$ cat src/rtl/magic_nor_seq_if.sv
// magic_nor_seq_if: input-vector, instruction and result handshakes
// master = program driver, slave = magic_nor_seq evaluator
interface magic_nor_seq_if #(
  parameter int N_IN   = 10,
  parameter int N_OUT  = 7,
  parameter int ADDR_W = 6
);
  logic              in_valid;
  logic              in_ready;
  logic [N_IN-1:0]   in_vec;
  logic              ins_valid;
  logic              ins_ready;
  logic [1:0]        ins_op;
  logic [ADDR_W-1:0] ins_dst;
  logic [ADDR_W-1:0] ins_a;
  logic [ADDR_W-1:0] ins_b;
  logic              out_valid;
  logic              out_ready;
  logic [N_OUT-1:0]  out_vec;
  logic              busy;
  logic              err;

  modport master (
    output in_valid, in_vec,
    output ins_valid, ins_op,
    output ins_dst, ins_a, ins_b,
    output out_ready,
    input  in_ready, ins_ready,
    input  out_valid, out_vec,
    input  busy, err
  );

  modport slave (
    input  in_valid, in_vec,
    input  ins_valid, ins_op,
    input  ins_dst, ins_a, ins_b,
    input  out_ready,
    output in_ready, ins_ready,
    output out_valid, out_vec,
    output busy, err
  );
endinterface

$ cat src/rtl/magic_nor_seq.sv
// magic_nor_seq: one-gate-at-a-time MAGIC-NOR evaluator of mapped
// inv1/nor2 programs over a 1-bit cell array.
// Ports: clk, rst_n (async, active-low); bus (magic_nor_seq_if.slave):
//   in_*  input vector, ins_* instruction stream (op/dst/a/b),
//   out_* result vector, busy, err (sticky illegal instruction).
// MAGIC_NOR_OPCOUNT_EN adds op_count[15:0], a saturating count of
// accepted legal NOR2/INV1 gates.
module magic_nor_seq #(
  parameter int N_IN    = 10,
  parameter int N_OUT   = 7,
  parameter int N_CELLS = 64,
  parameter int ADDR_W  = 6
) (
  input  logic          clk,
  input  logic          rst_n,
  magic_nor_seq_if.slave bus
`ifdef MAGIC_NOR_OPCOUNT_EN
  ,
  output logic [15:0]   op_count
`endif
);

  localparam logic [1:0] OP_NOR = 2'b00;
  localparam logic [1:0] OP_INV = 2'b01;
  localparam logic [1:0] OP_OUT = 2'b10;

  typedef enum logic [1:0] {
    IDLE,
    FETCH,
    EVAL,
    DONE
  } state_t;

  state_t state, state_nx;

  logic [N_CELLS-1:0] cells;
  logic [ADDR_W-1:0]  dst_q, a_q, b_q;
  logic [ADDR_W-1:0]  src_b;
  logic               in_acc;
  logic               gate_ok;
  logic               out_ok;
  logic               bad;
  logic               is_gate;
  logic               is_out;

  function automatic logic in_rng(
    input logic [ADDR_W-1:0] x
  );
    return int'(x) < N_CELLS;
  endfunction

  assign is_gate = (bus.ins_op == OP_NOR) ||
                   (bus.ins_op == OP_INV);
  assign is_out  = (bus.ins_op == OP_OUT);
  assign src_b   = (bus.ins_op == OP_INV) ?
                   bus.ins_a : bus.ins_b;

  assign bus.in_ready  = (state == IDLE);
  assign bus.ins_ready = (state == FETCH);
  assign bus.out_valid = (state == DONE);
  assign bus.busy      = (state != IDLE);

  always_ff @(posedge clk or negedge rst_n) begin
    if (!rst_n) state <= IDLE;
    else        state <= state_nx;
  end

  always_comb begin
    state_nx = state;
    in_acc   = 1'b0;
    gate_ok  = 1'b0;
    out_ok   = 1'b0;
    bad      = 1'b0;
    unique case (state)
      IDLE: begin
        if (bus.in_valid) begin
          in_acc   = 1'b1;
          state_nx = FETCH;
        end
      end
      FETCH: begin
        if (bus.ins_valid) begin
          unique case (1'b1)
            is_gate: begin
              gate_ok = (int'(bus.ins_dst) >= N_IN) &&
                        in_rng(bus.ins_dst) &&
                        in_rng(bus.ins_a) &&
                        in_rng(src_b);
              bad = !gate_ok;
              if (gate_ok) state_nx = EVAL;
            end
            is_out: begin
              out_ok = (int'(bus.ins_dst) < N_OUT) &&
                       in_rng(bus.ins_a);
              bad = !out_ok;
            end
            default: state_nx = DONE;
          endcase
        end
      end
      EVAL: state_nx = FETCH;
      DONE: begin
        if (bus.out_ready) state_nx = IDLE;
      end
    endcase
  end

  always_ff @(posedge clk or negedge rst_n) begin
    if (!rst_n) begin
      cells       <= '0;
      bus.out_vec <= '0;
      bus.err     <= 1'b0;
      dst_q       <= '0;
      a_q         <= '0;
      b_q         <= '0;
    end else begin
      if (in_acc) begin
        cells <= {{(N_CELLS-N_IN){1'b0}},
                  bus.in_vec};
        bus.out_vec <= '0;
        bus.err     <= 1'b0;
      end
      if (bad) bus.err <= 1'b1;
      // INIT phase: precharge dst so EVAL sees it
      if (gate_ok) begin
        cells[bus.ins_dst] <= 1'b1;
        dst_q <= bus.ins_dst;
        a_q   <= bus.ins_a;
        b_q   <= src_b;
      end
      if (out_ok) begin
        for (int k = 0; k < N_OUT; k++) begin
          if (int'(bus.ins_dst) == k)
            bus.out_vec[k] <= cells[bus.ins_a];
        end
      end
      if (state == EVAL)
        cells[dst_q] <= ~(cells[a_q] | cells[b_q]);
    end
  end

`ifdef MAGIC_NOR_OPCOUNT_EN
  always_ff @(posedge clk or negedge rst_n) begin
    if (!rst_n)
      op_count <= '0;
    else if (in_acc)
      op_count <= '0;
    else if (gate_ok && op_count != 16'hFFFF)
      op_count <= op_count + 16'd1;
  end
`endif

endmodule

$ cat src/flat_wrapper.sv
// flat-port wrapper written by rule: the top's interface ports become plain ports
module magic_nor_seq_flat 
#(
  parameter int N_IN    = 10,
  parameter int N_OUT   = 7,
  parameter int N_CELLS = 64,
  parameter int ADDR_W  = 6
)
  (clk, rst_n, bus_in_valid, bus_in_vec, bus_ins_valid, bus_ins_op, bus_ins_dst, bus_ins_a, bus_ins_b, bus_out_ready, bus_in_ready, bus_ins_ready, bus_out_valid, bus_out_vec, bus_busy, bus_err);
  magic_nor_seq_if #(.N_IN(N_IN), .N_OUT(N_OUT), .ADDR_W(ADDR_W)) bus_i ();
  input  logic clk;
  input  logic rst_n;
  input wire logic [$bits(bus_i.in_valid)-1:0] bus_in_valid;
  input wire logic [$bits(bus_i.in_vec)-1:0] bus_in_vec;
  input wire logic [$bits(bus_i.ins_valid)-1:0] bus_ins_valid;
  input wire logic [$bits(bus_i.ins_op)-1:0] bus_ins_op;
  input wire logic [$bits(bus_i.ins_dst)-1:0] bus_ins_dst;
  input wire logic [$bits(bus_i.ins_a)-1:0] bus_ins_a;
  input wire logic [$bits(bus_i.ins_b)-1:0] bus_ins_b;
  input wire logic [$bits(bus_i.out_ready)-1:0] bus_out_ready;
  output wire logic [$bits(bus_i.in_ready)-1:0] bus_in_ready;
  output wire logic [$bits(bus_i.ins_ready)-1:0] bus_ins_ready;
  output wire logic [$bits(bus_i.out_valid)-1:0] bus_out_valid;
  output wire logic [$bits(bus_i.out_vec)-1:0] bus_out_vec;
  output wire logic [$bits(bus_i.busy)-1:0] bus_busy;
  output wire logic [$bits(bus_i.err)-1:0] bus_err;
  assign bus_i.in_valid = bus_in_valid;
  assign bus_i.in_vec = bus_in_vec;
  assign bus_i.ins_valid = bus_ins_valid;
  assign bus_i.ins_op = bus_ins_op;
  assign bus_i.ins_dst = bus_ins_dst;
  assign bus_i.ins_a = bus_ins_a;
  assign bus_i.ins_b = bus_ins_b;
  assign bus_i.out_ready = bus_out_ready;
  assign bus_in_ready = bus_i.in_ready;
  assign bus_ins_ready = bus_i.ins_ready;
  assign bus_out_valid = bus_i.out_valid;
  assign bus_out_vec = bus_i.out_vec;
  assign bus_busy = bus_i.busy;
  assign bus_err = bus_i.err;
  magic_nor_seq #(.N_IN(N_IN), .N_OUT(N_OUT), .N_CELLS(N_CELLS), .ADDR_W(ADDR_W)) u_core (.clk(clk), .rst_n(rst_n), .bus(bus_i));
endmodule
$ cat config.mk
export PLATFORM = sky130hd
export DESIGN_NAME = magic_nor_seq_flat
export DESIGN_NICKNAME = d
export VERILOG_FILES = /design/src/rtl/magic_nor_seq_if.sv /design/src/rtl/magic_nor_seq.sv /design/src/flat_wrapper.sv
export SDC_FILE = /design/constraint.sdc
export NUM_CORES = 1
export LEC_CHECK = 0
export CORE_MARGIN = 2
export CORE_UTILIZATION = 46
export CTS_CLUSTER_DIAMETER = 80
export CTS_CLUSTER_SIZE = 30
export DETAILED_ROUTE_END_ITERATION = 8
export GPL_TIMING_DRIVEN = 1
export PLACE_DENSITY = 0.61
export SETUP_SLACK_MARGIN = 0.2
export SYNTH_ARGS = -nofsm -noshare
export SYNTH_HDL_FRONTEND = slang
export SYNTH_SLANG_ARGS = --single-unit
$ cat constraint.sdc
create_clock -name clk -period 5.6 [get_ports clk]
set_clock_uncertainty 0.1 [all_clocks]
set_input_delay 1.12 -clock clk [delete_from_list [all_inputs] [get_ports clk]]
set_output_delay 1.12 -clock clk [all_outputs]
set_load 0.01 [all_outputs]
==> results by group <==
Outcome
  – Outcome: finished, final reports clean

Finish
  – Final #Nets: 642
  – Final non-filler cell total: 788
  – Most common cell after layout, fill and taps aside: dfrtp_1
  – P&R area growth vs syn: 13.88%
  – Layout cells sized above 1: 0.1667
  – Antenna cells: 0
  – Most frequent cells in the layout: dfrtp_1 (92), nor2_1 (68), nand2_1 (53), mux4_2 (50), clkdlybuf4s50_1 (45)

Global routing
  – First-pass GRT wire length: between 20000 and 30000 um
  – Largest net degree at the start of global routing: 65
  – GR peak layer: met2
  – Grt ovf: 0
  – Met3 GRT Util: 0.07759
  – Initial antenna violation count: 0
  – GR Layer Usage met1: 0.3896
  – Tot GR Track Use: 0.2780
  – Met2 usage: 0.4170
  – Vias in the first global route: 5229

STA
  – Hold Vio Cnt, Final: 0
  – Actual slew at the worst max-slew pin: around 1.3 ns
  – Setup TNS: 0 ns
  – Final worst path period share: 0.7392
  – Final Slew Violations: 0
  – RSZ-0062 raised after global routing: false
  – Setup-failing EPs final: 0
  – Final min period: ~4.1 ns
  – Min Hold Slack: approximately 0.4 ns
  – Max-slew headroom: 0.1012
  – Fmax: 241.6 MHz

Hold path
  – Hold Crit Class: flip-flop to flip-flop
  – Hold depth: 1
  – Hold EP: u_core.bus.err
  – Hold Startpoint: u_core.bus.err

Job
  – Max-cap viol count: 0

Clocking
  – Num Clock Sinks: 92
  – Root Buffer: clkbuf_16
  – CTS buffer count: 9
  – Setup bufs post-CTS: 0
  – Post-CTS Hold Fix Bufs: 0
  – CTS max path bufs: 2
  – Worst skew pair latency: between 0.3 and 0.4 ns
  – CTS tree: built
  – H-Tree Level Count: 3
  – Post-cts gate resize count: 0
  – Reg clk slew, reported paths: roughly 0.07 ns

Placed design
  – Cells after DPL: around 770
  – Gpl congestion: approximately 0.86
  – I/O Buffers: 46
  – DP Wirelength: around 13000 um

Setup path
  – Worst R2R Start: u_core.a_q[0]
  – WS Path Type: primary input to flip-flop
  – Worst path max stage delay: approximately 0.8 ns
  – Endpoint type of the worst setup path: flip-flop
  – Delay-heaviest family, CP: multiplexers
  – Crit path cell chain: clkdlybuf4s50_1 -> buf_4 -> mux4_2 -> mux4_2 -> mux2_2 -> o21ai_1 -> o21ai_0
  – Buf/Inv on CP: 2
  – Peak fanout along the critical path: 11
  – Reg2reg end: u_core.cells[57]
  – Crit-path slowest cell: clkdlybuf4s50_1
  – Crit-path most repeated cell: mux4_2
  – Startpoint Class: primary input
  – Worst-case reg-to-reg path depth: 6
  – Reg2Reg Setup Slack: 1.73 ns
  – Critical Path AT: 4.25 ns
  – Worst EP required: about 5.7 ns

Logic synthesis
  – Yosys cell types: 45
  – Synthesized Nets: about 630
  – FFs w/ async S/R, synth: 1.000
  – Post-Syn Area: 6128 um^2
  – Syn Inst Count: between 500 and 600
  – Synth Flop Type: dfrtp_1
  – Yosys reg bits: 92
  – Post-synth EDFFs: 0
  – Synth warnings: 0
  – Synthesized area per cell: 10.28 um^2
  – Seq/Total Area, Yosys: 0.3757

Floorplan
  – Die Footprint: 14260 um^2
  – Die W: ~120 um
  – Initial core utilization: 0.4665
  – Die H: between 100 and 150 um
  – Core Area: approximately 13000 um^2
  – # rows: 42
  – # IOs: 47

Detailed routing
  – Via/cell ratio: 6.898
  – Total wire length: 19080 um
  – Iteration-0 DRC Markers: 569
  – Routed wire length per instance: 24.22 um
  – Vias: roughly 5.4k
  – Drt pass-1 iters: 6
  – DRT antenna net count: 0
  – # DRC: 0

Power and ir drop
  – Worst VDD drop: 332.1 uV
  – Leakage: 2.744 nW
  – Pwr dens: between 400 and 500 nW/um^2
## metal layers
metal	up-vias	wire [um]	share of wire
met4	0	484	0.025
met1	2715	7700	0.40
li1	2375	-	-
met5	-	0	0
met3	37	2100	0.11
met2	309	8796	0.46
## final cells by class
| type | instances | area [um^2] |
|---|---|---|
| clock buffers | 9 | 225.2 |
| clock inverters | 7 | 91.34 |
| fillers | 1191 | 6158 |
| inverters | 5 | 18.77 |
| multi-input cells | 442 | 3581 |
| flip-flops and latches | 92 | 2302 |
| well taps | 176 | 220.2 |
| repair buffers | 57 | 540.5 |
## where the power goes
| group | total, mW | internal (mW) | switching [mW] | leakage, nW |
|---|---|---|---|---|
| clock network | 0.652 | 0.358 | 0.294 | 0.152 |
| logic | 1.18 | 0.555 | 0.624 | 1.38 |
| registers | 1.23 | 0.830 | 0.401 | 1.21 |
| total | 3.06 | 1.74 | 1.32 | 2.74 |
## flip-flops by register name, indices dropped and copies added, names as in the netlist
register,flops
u_core.b_q,6
u_core.cells,64
u_core.bus.out_vec,7
u_core.dst_q,6
u_core.bus.err,1
u_core.a_q,6
u_core.state,2
## metrics by stage
stage	power [mW]	setup WS, ns	instance area [um^2]	util
2_1_floorplan	2.081	2.224	6128	-
3_3_place_gp	2.367	1.118	6663	0.5071
3_5_place_dp	2.402	1.021	6663	0.5071
4_1_cts	3.060	1.418	6979	0.5312
5_1_grt	3.237	1.235	6979	0.5312
6_report	3.062	1.460	6979	0.5312
## cell families after synthesis
kind of cell,share of synthesized area
and+or+nand+nor,0.1519
muxes,0.2413
AOI/OAI and AO/OA,0.1872
buffers and inverters,0.04390
DFF,0.3757
## synthesized netlist by cell type (5+ instances only)
cell type / n / area share
nand3_1: 15 / 0.012
buf_2: 11 / 0.0090
nand3b_1: 7 / 0.0086
or2_2: 5 / 0.0051
a222oi_1: 33 / 0.054
nor3b_1: 5 / 0.0061
nand2b_1: 6 / 0.0061
and2_1: 6 / 0.0061
a21oi_1: 37 / 0.030
nor2_1: 68 / 0.042
nand2_1: 54 / 0.033
mux4_2: 50 / 0.18
o21ai_0: 7 / 0.0057
nor3_1: 8 / 0.0065
a31oi_1: 42 / 0.043
a211oi_1: 19 / 0.023
mux2i_1: 24 / 0.039
dfrtp_1: 92 / 0.38
nor2b_1: 6 / 0.0061
clkbuf_1: 36 / 0.022
mux2_2: 10 / 0.018
and3b_1: 5 / 0.0071
inv_1: 5 / 0.0031
buf_1: 7 / 0.0043
## worst register-to-register path, stage by stage, from the launching register on
cell	delay [ns]
dfrtp_1	1.04
mux4_2	0.67
a22oi_1	0.24
a311oi_1	0.12
or4_1	0.54
a211o_2	0.72
a31oi_1	0.37
## worst max-delay path by stage
stage,startpoint,end,depth (start not counted)
final,bus_ins_a[0],u_core.bus.out_vec[6],7
after global routing,bus_ins_a[0],u_core.bus.out_vec[4],7
after CTS,bus_ins_a[0],u_core.bus.out_vec[2],7
after detailed placement,bus_ins_a[0],u_core.bus.out_vec[6],7
after global placement,bus_ins_a[0],u_core.bus.out_vec[0],7
after floorplan,bus_ins_a[0],u_core.bus.out_vec[0],8
No activity file was read; power rests on OpenSTA's default activity.
